## config.mk

```make
export PLATFORM = sky130hd
export DESIGN_NAME = wb_xbar_wrapper
export DESIGN_NICKNAME = d
export VERILOG_FILES = /design/src/rtl/wb_xbar_wrapper.sv
export SDC_FILE = /design/constraint.sdc
export NUM_CORES = 1
export LEC_CHECK = 0
export ABC_AREA = 1
export CORE_AREA = 2 2 446 448
export CTS_BUF_LIST = sky130_fd_sc_hd__clkbuf_16
export CTS_CLUSTER_SIZE = 40
export DETAILED_ROUTE_END_ITERATION = 16
export DIE_AREA = 0 0 448 450
export DONT_BUFFER_PORTS = 1
export PLACE_DENSITY = 0.3
export SYNTH_ARGS = -nofsm -noshare
export SYNTH_HDL_FRONTEND = slang
export SYNTH_SLANG_ARGS = --single-unit
export TNS_END_PERCENT = 20
```

## constraint.sdc

```tcl
create_clock -name clk_i -period 1.2 [get_ports clk_i]
set_input_delay 0.12 -clock clk_i [delete_from_list [all_inputs] [get_ports clk_i]]
set_output_delay 0.12 -clock clk_i [all_outputs]
set_load 0.1 [all_outputs]
```

## src/rtl/wb_xbar_wrapper.sv

```systemverilog
// Multi-host / multi-device request-grant crossbar: address-window decode, fixed-priority
// arbitration per device, one outstanding transaction per host and device.
// Optional build macro WBXBAR_TIMEOUT_EN: a silent device gets an error response after 255 busy cycles.
module wb_xbar_wrapper #(
  parameter int NrDevices    = 9,
  parameter int NrHosts      = 2,
  parameter int DataWidth    = 32,
  parameter int AddressWidth = 32,
  parameter logic [NrDevices*AddressWidth-1:0] SLAVE_ADDR = '0,
  parameter logic [NrDevices*AddressWidth-1:0] SLAVE_MASK = '0
) (
  input  logic                    clk_i,
  input  logic                    rst_ni,
  input  logic                    host_req_i     [NrHosts],
  output logic                    host_gnt_o     [NrHosts],
  input  logic [AddressWidth-1:0] host_addr_i    [NrHosts],
  input  logic                    host_we_i      [NrHosts],
  input  logic [DataWidth/8-1:0]  host_be_i      [NrHosts],
  input  logic [DataWidth-1:0]    host_wdata_i   [NrHosts],
  output logic                    host_rvalid_o  [NrHosts],
  output logic [DataWidth-1:0]    host_rdata_o   [NrHosts],
  output logic                    host_err_o     [NrHosts],
  output logic                    device_req_o   [NrDevices],
  output logic [AddressWidth-1:0] device_addr_o  [NrDevices],
  output logic                    device_we_o    [NrDevices],
  output logic [DataWidth/8-1:0]  device_be_o    [NrDevices],
  output logic [DataWidth-1:0]    device_wdata_o [NrDevices],
  input  logic                    device_rvalid_i[NrDevices],
  input  logic [DataWidth-1:0]    device_rdata_i [NrDevices],
  input  logic                    device_err_i   [NrDevices]
);

  localparam int HW = (NrHosts > 1) ? $clog2(NrHosts) : 1;
  localparam int DW = (NrDevices > 1) ? $clog2(NrDevices) : 1;

  logic [NrHosts-1:0]   host_busy_q, host_busy_d;
  logic [NrHosts-1:0]   derr_q, derr_d;
  logic [NrDevices-1:0] dev_busy_q, dev_busy_d;
  logic [HW-1:0]        owner_q [NrDevices];
  logic [HW-1:0]        owner_d [NrDevices];
  logic [NrDevices-1:0] tmo;
  logic [NrDevices-1:0] dev_done;
  logic [NrDevices-1:0] claim;
  logic                 hit [NrHosts];
  logic [DW-1:0]        tgt [NrHosts];

`ifdef WBXBAR_TIMEOUT_EN
  logic [7:0] cnt_q [NrDevices];
  logic [7:0] cnt_d [NrDevices];
`endif

  // Scan from the top so the lowest matching device index is the one left standing.
  always_comb begin
    for (int h = 0; h < NrHosts; h++) begin
      hit[h] = 1'b0;
      tgt[h] = '0;
      for (int d = NrDevices - 1; d >= 0; d--) begin
        if ((host_addr_i[h] & SLAVE_MASK[d*AddressWidth +: AddressWidth]) ==
            (SLAVE_ADDR[d*AddressWidth +: AddressWidth] & SLAVE_MASK[d*AddressWidth +: AddressWidth])) begin
          hit[h] = 1'b1;
          tgt[h] = DW'(d);
        end
      end
    end
  end

  always_comb begin
    claim = '0;
    for (int h = 0; h < NrHosts; h++) begin
      host_gnt_o[h] = 1'b0;
      if (rst_ni && host_req_i[h] && !host_busy_q[h]) begin
        if (!hit[h]) begin
          host_gnt_o[h] = 1'b1;
        end else if (!dev_busy_q[tgt[h]] && !claim[tgt[h]]) begin
          host_gnt_o[h]    = 1'b1;
          claim[tgt[h]]    = 1'b1;
        end
      end
    end
  end

  always_comb begin
    for (int d = 0; d < NrDevices; d++) begin
      device_req_o[d]   = 1'b0;
      device_addr_o[d]  = '0;
      device_we_o[d]    = 1'b0;
      device_be_o[d]    = '0;
      device_wdata_o[d] = '0;
      for (int h = 0; h < NrHosts; h++) begin
        if (host_gnt_o[h] && hit[h] && tgt[h] == DW'(d)) begin
          device_req_o[d]   = 1'b1;
          device_addr_o[d]  = host_addr_i[h];
          device_we_o[d]    = host_we_i[h];
          device_be_o[d]    = host_be_i[h];
          device_wdata_o[d] = host_wdata_i[h];
        end
      end
    end
  end

  always_comb begin
    for (int d = 0; d < NrDevices; d++) begin
`ifdef WBXBAR_TIMEOUT_EN
      tmo[d] = (cnt_q[d] == 8'hFF);
`else
      tmo[d] = 1'b0;
`endif
      dev_done[d] = dev_busy_q[d] && (device_rvalid_i[d] || tmo[d]);
    end
  end

  // Responses only count while the device is busy, so stray or post-reset rvalids fall away.
  always_comb begin
    for (int h = 0; h < NrHosts; h++) begin
      host_rvalid_o[h] = derr_q[h];
      host_err_o[h]    = derr_q[h];
      host_rdata_o[h]  = '0;
      for (int d = 0; d < NrDevices; d++) begin
        if (dev_busy_q[d] && owner_q[d] == HW'(h)) begin
          if (device_rvalid_i[d]) begin
            host_rvalid_o[h] = 1'b1;
            host_err_o[h]    = device_err_i[d];
            host_rdata_o[h]  = device_rdata_i[d];
          end else if (tmo[d]) begin
            host_rvalid_o[h] = 1'b1;
            host_err_o[h]    = 1'b1;
          end
        end
      end
    end
  end

  always_comb begin
    host_busy_d = host_busy_q;
    dev_busy_d  = dev_busy_q;
    derr_d      = '0;
    for (int d = 0; d < NrDevices; d++) begin
      owner_d[d] = owner_q[d];
      if (dev_done[d]) dev_busy_d[d] = 1'b0;
    end
    for (int h = 0; h < NrHosts; h++) begin
      if (host_rvalid_o[h]) host_busy_d[h] = 1'b0;
      if (host_gnt_o[h]) begin
        host_busy_d[h] = 1'b1;
        if (hit[h]) begin
          dev_busy_d[tgt[h]] = 1'b1;
          owner_d[tgt[h]]    = HW'(h);
        end else begin
          derr_d[h] = 1'b1;
        end
      end
    end
  end

`ifdef WBXBAR_TIMEOUT_EN
  // Loaded with 1 on grant so the value equals the number of busy cycles seen so far.
  always_comb begin
    for (int d = 0; d < NrDevices; d++) begin
      if (device_req_o[d])                    cnt_d[d] = 8'd1;
      else if (dev_busy_q[d] && !dev_done[d]) cnt_d[d] = cnt_q[d] + 8'd1;
      else                                    cnt_d[d] = 8'd0;
    end
  end
`endif

  always_ff @(posedge clk_i or negedge rst_ni) begin
    if (!rst_ni) begin
      host_busy_q <= '0;
      dev_busy_q  <= '0;
      derr_q      <= '0;
      for (int d = 0; d < NrDevices; d++) begin
        owner_q[d] <= '0;
`ifdef WBXBAR_TIMEOUT_EN
        cnt_q[d]   <= '0;
`endif
      end
    end else begin
      host_busy_q <= host_busy_d;
      dev_busy_q  <= dev_busy_d;
      derr_q      <= derr_d;
      for (int d = 0; d < NrDevices; d++) begin
        owner_q[d] <= owner_d[d];
`ifdef WBXBAR_TIMEOUT_EN
        cnt_q[d]   <= cnt_d[d];
`endif
      end
    end
  end

endmodule

```

# Yosys cells after proc, flatten, opt, wreduce, memory -nomap -nowiden
# Cells that the tools add are included.
[totals]
in_bits = 448
regBits = 20
out_inout_bits = 700
wordCells = 200
[classes]
bitwise_logic = 9
n_reduce_logical = 40
muxes = 138
[ops]
columns = ["operator", "count"]
rows = [
  ["$mux W32", 39],
  ["$mux W1", 95],
  ["$logic_and A1 B1 Y1", 32],
  ["$mux W9", 2],
  ["$not A1 Y1", 9],
  ["$mux W4", 2],
  ["$reduce_bool A2 Y1", 3],
  ["$logic_not A1 Y1", 4],
  ["$reduce_bool A3 Y1", 1],
]

# Longest topological paths before layout
[logic_depth]
ltp_word = 21
depth_mapped = 6
mapped_depth_nobuf = 5

# Worst setup path after synthesis
# No wires, ideal clock.
[synth_timing]
kind = "register -> output"
from = "register dev_busy_q[0]"
to = "output port host_rdata_o[10] in the netlist's numbering"
stages_incl_launch_ff = 6
required_ns = 1.080
arrival_ns = 2.873
setup_slack_ns = -1.793
cell_sequence = "dfrtp_1 nand2_1 nor2_2 inv_2 buf_2 nor2_1"
[synth_rtl]
columns = ["item", "line_no", "source"]
rows = [
  ["start, declared", "38", "logic [NrDevices-1:0] dev_busy_q, dev_busy_d;"],
  ["start signal, assigned", "179", "dev_busy_q <= dev_busy_d;"],
  ["end, declared", "21", "output logic [DataWidth-1:0] host_rdata_o [NrHosts],"],
]

==> run_results.csv <==
group,metric,value,unit
clock_tree,insertion_delay,0.23,ns
grt,grt_start_max_net_pins,34,
drt,drcViolationCount,0,
synthesis,synthCells,921,
drt,post_drt_wl_per_cell,15.8,um
worst_hold_path,min_path_cells,2,
synthesis,synth_compound_area_share,0.259,%
sta,period_needed,1.89,ns
synthesis,ys_ff_latch,4,
drt,drt_iter0_markers,77,
worst_setup_path,cp.arrival,1.77,ns
cells_and_area,area_delta_synth_final,103,%
synthesis,yosys_warnings,0,
synthesis,muxShareOfSynthArea,0,%
drt,wl,59000,um
sta,slew_violations,0,
clock_tree,clk_pin_slew_worst_paths,0.03,ns
outcome,failed_checks,"setup timing",
sta,worst_slack,-0.693,ns
cells_and_area,fin_util,5.98,%
synthesis,synthXorXnorAreaFrac,0,%
floorplanning,core-area,0.197,mm^2
flow_run,drv_cap,0,
outcome,outcome,"finished with violations",
sta,setup_violations,144,
floorplanning,die_area,0.202,mm^2
pwr,p_sw_share,83.3,%
synthesis,avgSynthCellArea,6.29,um^2
drt,ant_nets,0,
cells_and_area,layout-drive-gt1-share,36.1,%
sta,skew,0.000287,ns
grt,grt_pass1_vias,3613,
placed_design,io_buffers,0,
sta,rsz0062_at_grt,"true",
grt,grt_overflow,0,
placed_design,dp_hpwl,55000,um
cells_and_area,final_cell_mix,"conb_1 (560), buf_12 (150), nor2_4 (70), nand2_2 (57), nand3_1 (47)",
worst_setup_path,start_kind,"flop",
clock_tree,clock-sinks,4,
cells_and_area,fin_nets,1532,
worst_setup_path,criticalPathCategory,"reg -> out",
worst_hold_path,min_path_type,"in -> reg",
synthesis,syn_area,0.00580,mm^2
clock_tree,root_buffer,"clkbuf_16",
floorplanning,initial_core_util,2.95,%
synthesis,synth-simple-area-share,20.5,%
placed_design,place.gp.congestion,0.671,
grt,grt_use_total,5.45,%
synthesis,synth_fa_ha_area_share,0,%
pwr,ir_worst_vdd,0.577,mV
pwr,p_int,2.30,mW
sta,hold-worst-slack,0.0910,ns
floorplanning,die_h,450,um
clock_tree,cts.htree.levels,1,
clock_tree,cts_buffer_depth,2,
clock_tree,cts_tree,"built",
drt,vias,4622,
pwr,total_leakage_power,4.54,nW
grt,antenna_found_initial,45,
pwr,pwr-share-seq,1.3,%
grt,grt_pass1_wl,64300,um
worst_setup_path,crit_fanout,7,
synthesis,synth_top_family_by_area,"buffers and inverters",
worst_setup_path,worst_r2r_path_depth,9,
cells_and_area,layout_commonest_cell,"conb_1",
synthesis,netlist-cell-type-count,16,
clock_tree,cts_inserted_buffers,3,
floorplanning,die_w,448,um
pwr,power_switching,11.4,mW
pwr,comb_power_share,94.9,%
drt,via_per_inst,1.24,
floorplanning,rows,163,
drt,drt_pass1_iterations,4,
sta,period_share,158,%
pwr,pwr_density_cell,1170,mW/mm^2
worst_setup_path,critPathCaptureType,"primary output",
pwr,pwr-share-clk,3.8,%
floorplanning,pin_count,1148,
sta,max_freq,528,MHz
worst_setup_path,required,1.08,ns
sta,hold_viol,0,
synthesis,ys_seq_area_share,1.73,%
## power by group through the flow
stage,Clock (mW),Combinational (mW),Sequential (mW)
after global placement,0,12.7,0.174
after floorplan,0,11.9,0.173
after detailed placement,0,12.7,0.174
after global routing,0.536,13.4,0.179
after CTS,0.523,12.9,0.172
final,0.518,13.0,0.176
## routing by layer
| layer | vias up | GRT usage, % | routed length, um |
|---|---|---|---|
| li1 | 1991 | - | - |
| met1 | 2037 | 7.37 | 26500 |
| met2 | 514 | 8.55 | 26000 |
| met3 | 64 | 1.89 | 5670 |
| met4 | 16 | 0.521 | 773 |
| met5 | - | 0 | 104 |
## area by class of cell
class	instances	area, um^2
Antenna cell	5	12.5
Clock buffer	3	75.1
Fill cell	23194	185000
Inverter	41	169
Multi-Input combinational cell	848	4520
Sequential cell	4	100
Tap cell	2640	3300
Timing Repair Buffer	186	3570
## logic make-up (layout without fill, tap and decap cells)
| family | count (synthesis) | in the layout |
|---|---|---|
| flip-flops | 4 | 4 |
| other | 1 | 565 |
| AND/OR/NAND/NOR | 285 | 285 |
| buffers and inverters | 628 | 230 |
| AO/OA/AOI/OAI | 3 | 3 |
## registers in the layout, summed over array words and instances (netlist names)
name         flops
host_busy_q      2
dev_busy_q       1
owner_q          1
## repair_timing
| action | CTS | global route |
|---|---|---|
| hold buffers | 1 | 0 |
| gates cloned | 4 | 4 |
| buffers inserted | 4 | 6 |
| hold endpoints to repair | 4 | 0 |
| endpoints found under the setup margin | 144 | 144 |
| pin swaps | 34 | 21 |
| gates resized for setup | 130 | 60 |
## final timing paths
path | endpoint | slack, ns | startpoint
setup / recovery | device_wdata_o[264] | -0.69 | dev_busy_q[0]
hold / removal | dev_busy_q[0] | 0.09 | device_rvalid_i[8]
setup reg to reg | host_busy_q[0] | -0.25 | dev_busy_q[0]
hold reg to reg | host_busy_q[0] | 0.56 | host_busy_q[0]
max in group asynchronous | host_busy_q[1] | 0.58 | rst_ni
min in group asynchronous | host_busy_q[0] | 0.30 | rst_ni
## worst max-delay path: stages (launching register included)
cell	delay [ns]
dfrtp_1	0.37
inv_2	0.08
nand2_4	0.06
nor2_4	0.16
buf_12	0.18
bufbuf_16	0.29
nand2_1	0.05
nand2_1	0.10
buf_12	0.18
## synthesized netlist by cell type, drive strengths merged
| library cell | count | share of area (%) |
|---|---|---|
| dfrtp | 4 | 1.7 |
| conb | 1 | 0.065 |
| nor2 | 70 | 4.9 |
| nand3 | 70 | 6.0 |
| nand2 | 144 | 9.5 |
| buf | 587 | 75 |
| or2 | 1 | 0.11 |
| inv | 41 | 2.7 |
| o21ai | 3 | 0.26 |
## through the flow
stage	TNS (ns)	setup WS [ns]	power, mW	cell area, um^2	cells
2_1_floorplan	-85.42	-0.776	12.0	8530	1480
3_3_place_gp	-57.15	-1.17	12.8	10600	3701
3_5_place_dp	-55.57	-1.15	12.8	10600	3701
4_1_cts	-79.26	-0.733	13.6	11300	3713
5_1_grt	-94.71	-0.784	14.1	11700	3723
6_report	-82.33	-0.693	13.7	11800	3727
(Power assumes the default switching activity.)
